==> src/rtl/rr_arb_sel_pkg.sv <==
// Shared types and helpers for the round-robin arbiter slice (rr_arb_sel).
// arbstate_t is used only when the packet-lock feature (ARB_LOCK_EN) is built.
package arb_pkg;

    typedef enum logic [0:0] {
        UNLOCKED = 1'b0,
        LOCKED   = 1'b1
    } arbstate_t;

    // Widest one-hot vector onehot2idx accepts; callers zero-extend into it.
    localparam int unsigned OH_MAX_W = 32;

    // Index of the set bit of a one-hot vector; returns 0 for an all-zero vector.
    function automatic int unsigned onehot2idx(input logic [OH_MAX_W-1:0] oh);
        int unsigned idx;
        idx = 32'd0;
        for (int unsigned i = 0; i < OH_MAX_W; i++) begin
            if (oh[i]) begin
                idx = i;
            end
        end
        return idx;
    endfunction

endpackage

==> src/rtl/rr_arb_sel_if.sv <==
// Requester/consumer bundle of rr_arb_sel. The slave modport is the arbiter side.
// ReqLast exists only when ARB_LOCK_EN is defined.
interface rr_arb_sel_if #(
    parameter int N     = 4,
    parameter int WIDTH = 8
);
    localparam int IW = $clog2(N);

    logic [N-1:0]       ReqValid;
    logic [N*WIDTH-1:0] ReqData;
    logic [N-1:0]       ReqReady;
`ifdef ARB_LOCK_EN
    logic [N-1:0]       ReqLast;
`endif
    logic               OutValid;
    logic               OutReady;
    logic [WIDTH-1:0]   OutData;
    logic [IW-1:0]      OutSrc;
    logic [N-1:0]       OutGrant;

    modport slave (
        input  ReqValid,
        input  ReqData,
`ifdef ARB_LOCK_EN
        input  ReqLast,
`endif
        input  OutReady,
        output ReqReady,
        output OutValid,
        output OutData,
        output OutSrc,
        output OutGrant
    );

    modport master (
        output ReqValid,
        output ReqData,
`ifdef ARB_LOCK_EN
        output ReqLast,
`endif
        output OutReady,
        input  ReqReady,
        input  OutValid,
        input  OutData,
        input  OutSrc,
        input  OutGrant
    );

endinterface

==> src/rtl/rr_prio_enc.sv <==
// Rotating-priority encoder: one-hot grant to the first set request bit found
// starting at Ptr and wrapping around. Purely combinational.
module rr_prio_enc #(
    parameter int N  = 4,
    parameter int IW = $clog2(N)
) (
    input  logic [N-1:0]  Req,
    input  logic [IW-1:0] Ptr,
    output logic [N-1:0]  Grant
);

    logic [IW-1:0] idx_s;
    logic          found_s;

    // Walk the requesters in priority order from Ptr, granting the first valid one.
    always_comb begin
        Grant   = '0;
        idx_s   = '0;
        found_s = 1'b0;
        for (int k = 0; k < N; k++) begin
            idx_s = IW'((int'(Ptr) + k) % N);
            if (!found_s && Req[idx_s]) begin
                Grant[idx_s] = 1'b1;
                found_s      = 1'b1;
            end else begin
                found_s = found_s;
            end
        end
    end

endmodule

==> src/rtl/rr_arb_sel.sv <==
// rr_arb_sel: N-way round-robin arbiter with a registered output stage.
// Optional packet lock: define ARB_LOCK_EN to add ReqLast and hold the grant
// on one requester until its last beat is accepted.
module rr_arb_sel
    import arb_pkg::*;
#(
    parameter int N     = 4,
    parameter int WIDTH = 8
) (
    input  logic         clk,
    input  logic         reset_n,
    rr_arb_sel_if.slave  bus
);

    localparam int IW = $clog2(N);

    logic                out_valid_r;
    logic [WIDTH-1:0]    out_data_r;
    logic [IW-1:0]       out_src_r;
    logic [N-1:0]        out_grant_r;
    logic [IW-1:0]       ptr_r;

    logic                load_en_s;
    logic [N-1:0]        enc_grant_s;
    logic [N-1:0]        grant_s;
    logic [OH_MAX_W-1:0] grant_ext_s;
    logic [N-1:0]        req_ready_s;
    logic                accept_s;
    logic [IW-1:0]       g_idx_s;
    logic [IW-1:0]       ptr_nxt_s;
    logic                ptr_upd_s;

    rr_prio_enc #(.N(N), .IW(IW)) u_enc (
        .Req   (bus.ReqValid),
        .Ptr   (ptr_r),
        .Grant (enc_grant_s)
    );

    // Output register can take a beat when empty or being drained this cycle.
    assign load_en_s = ~out_valid_r | bus.OutReady;

`ifdef ARB_LOCK_EN
    arbstate_t   state_r;
    arbstate_t   state_nxt_s;
    logic [N-1:0] lock_oh_r;

    // While locked only the owning requester is eligible; otherwise rotate.
    always_comb begin
        if (state_r == LOCKED) begin
            grant_s = bus.ReqValid & lock_oh_r;
        end else begin
            grant_s = enc_grant_s;
        end
    end

    // Lock on a non-last accepted beat, unlock when the owner's last beat goes.
    always_comb begin
        state_nxt_s = state_r;
        case (state_r)
            UNLOCKED: begin
                if (accept_s && !bus.ReqLast[g_idx_s]) begin
                    state_nxt_s = LOCKED;
                end else begin
                    state_nxt_s = UNLOCKED;
                end
            end
            LOCKED: begin
                if (accept_s && bus.ReqLast[g_idx_s]) begin
                    state_nxt_s = UNLOCKED;
                end else begin
                    state_nxt_s = LOCKED;
                end
            end
            default: state_nxt_s = UNLOCKED;
        endcase
    end

    // Lock state register and the owner captured on every accept.
    always_ff @(posedge clk or negedge reset_n) begin
        if (!reset_n) begin
            state_r   <= UNLOCKED;
            lock_oh_r <= '0;
        end else begin
            state_r <= state_nxt_s;
            if (accept_s) begin
                lock_oh_r <= grant_s;
            end
        end
    end

    // Priority only moves at packet boundaries.
    assign ptr_upd_s = accept_s & bus.ReqLast[g_idx_s];
`else
    // Every beat is arbitrated independently.
    always_comb begin
        grant_s = enc_grant_s;
    end

    assign ptr_upd_s = accept_s;
`endif

    // Ready only to the winner and only when the output stage can load.
    always_comb begin
        if (load_en_s) begin
            req_ready_s = grant_s;
        end else begin
            req_ready_s = '0;
        end
    end

    // Winner index and the pointer value just past it.
    always_comb begin
        grant_ext_s        = '0;
        grant_ext_s[N-1:0] = grant_s;
        g_idx_s            = IW'(onehot2idx(grant_ext_s));
        if (g_idx_s == IW'(N - 1)) begin
            ptr_nxt_s = '0;
        end else begin
            ptr_nxt_s = g_idx_s + IW'(1);
        end
    end

    assign accept_s = |req_ready_s;

    // Output stage: load on accept, empty on a drain with no new beat.
    always_ff @(posedge clk or negedge reset_n) begin
        if (!reset_n) begin
            out_valid_r <= 1'b0;
            out_data_r  <= '0;
            out_src_r   <= '0;
            out_grant_r <= '0;
        end else if (accept_s) begin
            out_valid_r <= 1'b1;
            out_data_r  <= bus.ReqData[g_idx_s*WIDTH +: WIDTH];
            out_src_r   <= g_idx_s;
            out_grant_r <= grant_s;
        end else if (out_valid_r && bus.OutReady) begin
            out_valid_r <= 1'b0;
            out_grant_r <= '0;
        end
    end

    // Round-robin pointer advances only on accepted beats.
    always_ff @(posedge clk or negedge reset_n) begin
        if (!reset_n) begin
            ptr_r <= '0;
        end else if (ptr_upd_s) begin
            ptr_r <= ptr_nxt_s;
        end
    end

    assign bus.ReqReady = req_ready_s;
    assign bus.OutValid = out_valid_r;
    assign bus.OutData  = out_data_r;
    assign bus.OutSrc   = out_src_r;
    assign bus.OutGrant = out_grant_r;

endmodule
==> src/flat_wrapper.sv <==
// flat-port wrapper written by rule: the top's interface ports become plain ports
module rr_arb_sel_flat import arb_pkg::*;
#(
    parameter int N     = 4,
    parameter int WIDTH = 8
)
  (clk, reset_n, bus_ReqValid, bus_ReqData, bus_OutReady, bus_ReqReady, bus_OutValid, bus_OutData, bus_OutSrc, bus_OutGrant);
  rr_arb_sel_if #(.N(N), .WIDTH(WIDTH)) bus_i ();
  input  logic clk;
  input  logic reset_n;
  input wire logic [$bits(bus_i.ReqValid)-1:0] bus_ReqValid;
  input wire logic [$bits(bus_i.ReqData)-1:0] bus_ReqData;
  input wire logic [$bits(bus_i.OutReady)-1:0] bus_OutReady;
  output wire logic [$bits(bus_i.ReqReady)-1:0] bus_ReqReady;
  output wire logic [$bits(bus_i.OutValid)-1:0] bus_OutValid;
  output wire logic [$bits(bus_i.OutData)-1:0] bus_OutData;
  output wire logic [$bits(bus_i.OutSrc)-1:0] bus_OutSrc;
  output wire logic [$bits(bus_i.OutGrant)-1:0] bus_OutGrant;
  assign bus_i.ReqValid = bus_ReqValid;
  assign bus_i.ReqData = bus_ReqData;
  assign bus_i.OutReady = bus_OutReady;
  assign bus_ReqReady = bus_i.ReqReady;
  assign bus_OutValid = bus_i.OutValid;
  assign bus_OutData = bus_i.OutData;
  assign bus_OutSrc = bus_i.OutSrc;
  assign bus_OutGrant = bus_i.OutGrant;
  rr_arb_sel #(.N(N), .WIDTH(WIDTH)) u_core (.clk(clk), .reset_n(reset_n), .bus(bus_i));
endmodule
==> config.mk <==
export PLATFORM = sky130hd
export DESIGN_NAME = rr_arb_sel_flat
export DESIGN_NICKNAME = d
export VERILOG_FILES = /design/src/rtl/rr_arb_sel_pkg.sv /design/src/rtl/rr_arb_sel_if.sv /design/src/rtl/rr_prio_enc.sv /design/src/rtl/rr_arb_sel.sv /design/src/flat_wrapper.sv
export SDC_FILE = /design/constraint.sdc
export NUM_CORES = 1
export LEC_CHECK = 0
export ABC_AREA = 1
export CELL_PAD_IN_SITES_DETAIL_PLACEMENT = 0
export CELL_PAD_IN_SITES_GLOBAL_PLACEMENT = 2
export CORE_UTILIZATION = 24
export CTS_CLUSTER_SIZE = 24
export DETAILED_ROUTE_END_ITERATION = 12
export PLACE_DENSITY = 0.86
export REMOVE_ABC_BUFFERS = 1
export SLEW_MARGIN = 20
export SYNTH_ARGS = -nofsm -noshare
export SYNTH_HDL_FRONTEND = slang
export SYNTH_SLANG_ARGS = --single-unit
==> constraint.sdc <==
create_clock -name clk -period 4.8 [get_ports clk]
set_input_delay 1.2 -clock clk [delete_from_list [all_inputs] [get_ports clk]]
set_output_delay 1.2 -clock clk [all_outputs]
set_load 0.02 [all_outputs]
==> qor.yml, run 1 <==
grt:
  grt-ovfl-total: 0
  grt_max_degree: 21
  groute.usage.overall: 0.144
  grt_pass1_wl_um: 7420
  grt_pass1_vias: 1630
  antenna_found_initial: 0
synth:
  synthCells: 244
  synth-xor-area-share: 0
  ys_seq_elements: 17
  synthAdderAreaFrac: 0.0576
  synthSimpleGateAreaFrac: 0.532
  synth_top_area_cell: "dfrtp_1"
  synth.area.top_cells: "dfrtp_1 28%, nand2_1 23%, nor2_1 9.1%"
  yosysSeqAreaShare: 0.280
  yosysWarnings: 0
  syn-cell-area_sq_mm: 0.00152
  yosysUniqueCellTypes: 22
  synth_compound_area_frac: 0.0280
  avgSynthCellArea_sq_um: 6.23
  synth_top_family_by_area: "simple AND/OR/NAND/NOR gates"
  synthMuxAreaShare: 0
  yosysTopAreaCellShare: 0.280
die:
  initial_core_util: 0.252
  die_x_um: 81.6
  ioPinCount: 58
  die_y_um: 81.6
  die_area_sq_mm: 0.00666
  core-area_sq_mm: 0.00603
  rows: 28
critical_path:
  path_cells: "clkdlybuf4s50_1, nand2_1, nand3_2, nand2_4, nand2_4, nor2_4, nand2_1, nand2_1, nor2_2, nor2_1, clkdlybuf4s50_1"
  crit_top_cell: "nand2_1"
  slowest_delay_ns: 0.61
  cpMaxStageDelayCell: "clkdlybuf4s50_1"
  critPathCaptureType: "primary output"
  path_class: "in2out"
  path_buf_inv: 2
  critPathRequiredTime_ns: 3.60
  crit_family: "buffers and inverters"
  cp_max_fo: 6
  arrival_ns: 3.16
  worst_setup_path_start_kind: "primary input"
routing:
  postRouteAntennaNets: 0
  drt_wl_total_um: 4250
  wl_per_cell_um: 11.2
  vias: 1591
  viasPerCell: 4.20
  dr.first_iter.drc_count: 74
  drt-pass1-iter-count: 4
  drc: 0
timing:
  fin_crit_ns: 4.36
  max_freq_mhz: 230
  setup_viol: 0
  skew_ns: 0.00279
  slew_headroom: 0.480
  worst_slew_pin_slew_ns: 0.778
  finalHoldViolations: 0
  rsz0062_at_grt: "false"
  final_max_slew_viol_count: 0
  setup_tns_ns: 0
  post-route-period-util: 0.908
finish:
  synthToLayoutAreaGrowth_pct: 45.9
  final_common_cell: "nand2_1"
  fin_cells: 379
  final_cell_mix: "95 x nand2_1, 57 x clkdlybuf4s50_1, 37 x nor2_1, 27 x inv_1, 25 x nand3_1"
  final_nets: 351
  antennaDiodeCount: 0
  drive_gt1_frac: 0.0954
placement:
  portBuffers: 57
  placed_cells: 375
  dp_hpwl_um: 3230
  gp_congestion: 0.793
clock_network:
  cts_hold_buf: 0
  insertion_delay_ns: 0.25
  h-tree-depth: 1
  cts_buffers: 3
  cts_tree: "done"
  cts.sinks: 17
  clock_path_buffers: 2
  cts.clk_slew.worst_paths_ns: 0.07
  cts_root_buf: "clkbuf_8"
  post_cts_resized: 0
  post_cts_buffers: 0
flow_run:
  cap_viol_max_count: 0
hold_path:
  hold_class: "reg2reg"
outcome:
  outcome: "complete, no violations"
## state kept, by name, summed over array words and instances (netlist names)
| signal | count |
|---|---|
| u_core.bus.OutSrc | 2 |
| u_core.bus.OutGrant | 4 |
| u_core.bus.OutValid | 1 |
| u_core.bus.OutData | 8 |
| u_core.ptr_r | 2 |
## final timing paths
kind                                            start                     to  slack (ns)  cells past startpoint
worst min-delay path            u_core.bus.OutData[1]  u_core.bus.OutData[1]        0.49                      2
max in group asynchronous                     reset_n  u_core.bus.OutData[4]        2.91                      1
worst max register to register        u_core.ptr_r[0]  u_core.bus.OutData[3]        2.02                     17
worst min register to register  u_core.bus.OutData[1]  u_core.bus.OutData[1]        0.49                      2
min in group asynchronous                     reset_n   u_core.bus.OutSrc[1]        1.40                      1
worst max-delay path                  bus_ReqValid[3]        bus_ReqReady[2]        0.44                     11
## layer usage
metal / part of all wire / track usage / vias up
li1: - / - / 863
met3: 0.040 / 0.0222 / 6
met4: 0.0096 / 0.0263 / 0
met2: 0.53 / 0.281 / 41
met5: 0 / 0 / -
met1: 0.43 / 0.164 / 681
## cell type report
class	instances	area, sq um
well taps	75	93.8
repair buffers	60	593
multi-input cells	191	938
clock buffers	3	41.3
fillers	690	3810
inverters	32	121
flip-flops and latches	17	425
clock inverters	1	5.00
## synthesized netlist by cell type
cell      instances
inv_2             3
buf_4             1
nand3_1          25
o21ai_1           1
clkinv_2          1
nor2_1           37
clkinv_1          1
dfrtp_1          17
nand2_1          95
nor2_4            2
nand2_2           3
buf_6             2
nor2_2            2
o21ai_0           6
buf_2             1
o211ai_1          1
inv_1            27
nand2_4           5
nor2_8            1
ha_1              7
nand3_2           5
nand3b_1          1
## logic make-up (layout without fill, tap and decap cells)
logic type	after synthesis	count (layout)
AND/OR/NAND/NOR	176	176
buffers and inverters	36	96
flip-flops	17	17
AO/OA/AOI/OAI	8	8
adder cells (fa/ha/maj)	7	7
## tightest hold or removal path: stages, from the launching register on
cell	delay, ns
dfrtp_1	0.35
nand2_1	0.06
nand2_1	0.05
## through the flow
stage	instance area, sq um	setup slack, ns	util	hold slack [ns]
after floorplan	1490	1.13	-	0.590
after global placement	2170	0.446	0.360	0.462
after global routing	2220	0.246	0.368	0.515
after CTS	2220	0.433	0.368	0.489
final	2220	0.444	0.368	0.485
after detailed placement	2170	0.431	0.360	0.469
Power of run 1 is left out: the tool's default activity adds up to more than one toggle a clock period on the data nets, which glitch-free logic cannot reach.
==> run 2, diff against run 1 <==
--- a/config.mk
+++ b/config.mk
@@ -13,6 +13,7 @@
 export DETAILED_ROUTE_END_ITERATION = 12
 export PLACE_DENSITY = 0.86
 export REMOVE_ABC_BUFFERS = 1
+export SETUP_SLACK_MARGIN = 0.15
 export SLEW_MARGIN = 20
 export SYNTH_ARGS = -nofsm -noshare
 export SYNTH_HDL_FRONTEND = slang
==> results of run 2 <==
No change in the layout: final DEF, timing and power equal those of run 1.
Power of run 2 is left out for the same reason.
==> run 3, diff against run 2 <==
--- a/config.mk
+++ b/config.mk
@@ -9,7 +9,7 @@
 export CELL_PAD_IN_SITES_DETAIL_PLACEMENT = 0
 export CELL_PAD_IN_SITES_GLOBAL_PLACEMENT = 2
 export CORE_UTILIZATION = 24
-export CTS_CLUSTER_SIZE = 24
+export CTS_CLUSTER_SIZE = 25
 export DETAILED_ROUTE_END_ITERATION = 12
 export PLACE_DENSITY = 0.86
 export REMOVE_ABC_BUFFERS = 1
==> results of run 3 <==
No change in the layout: final DEF, timing and power equal those of run 1.
Power of run 3 is left out for the same reason.
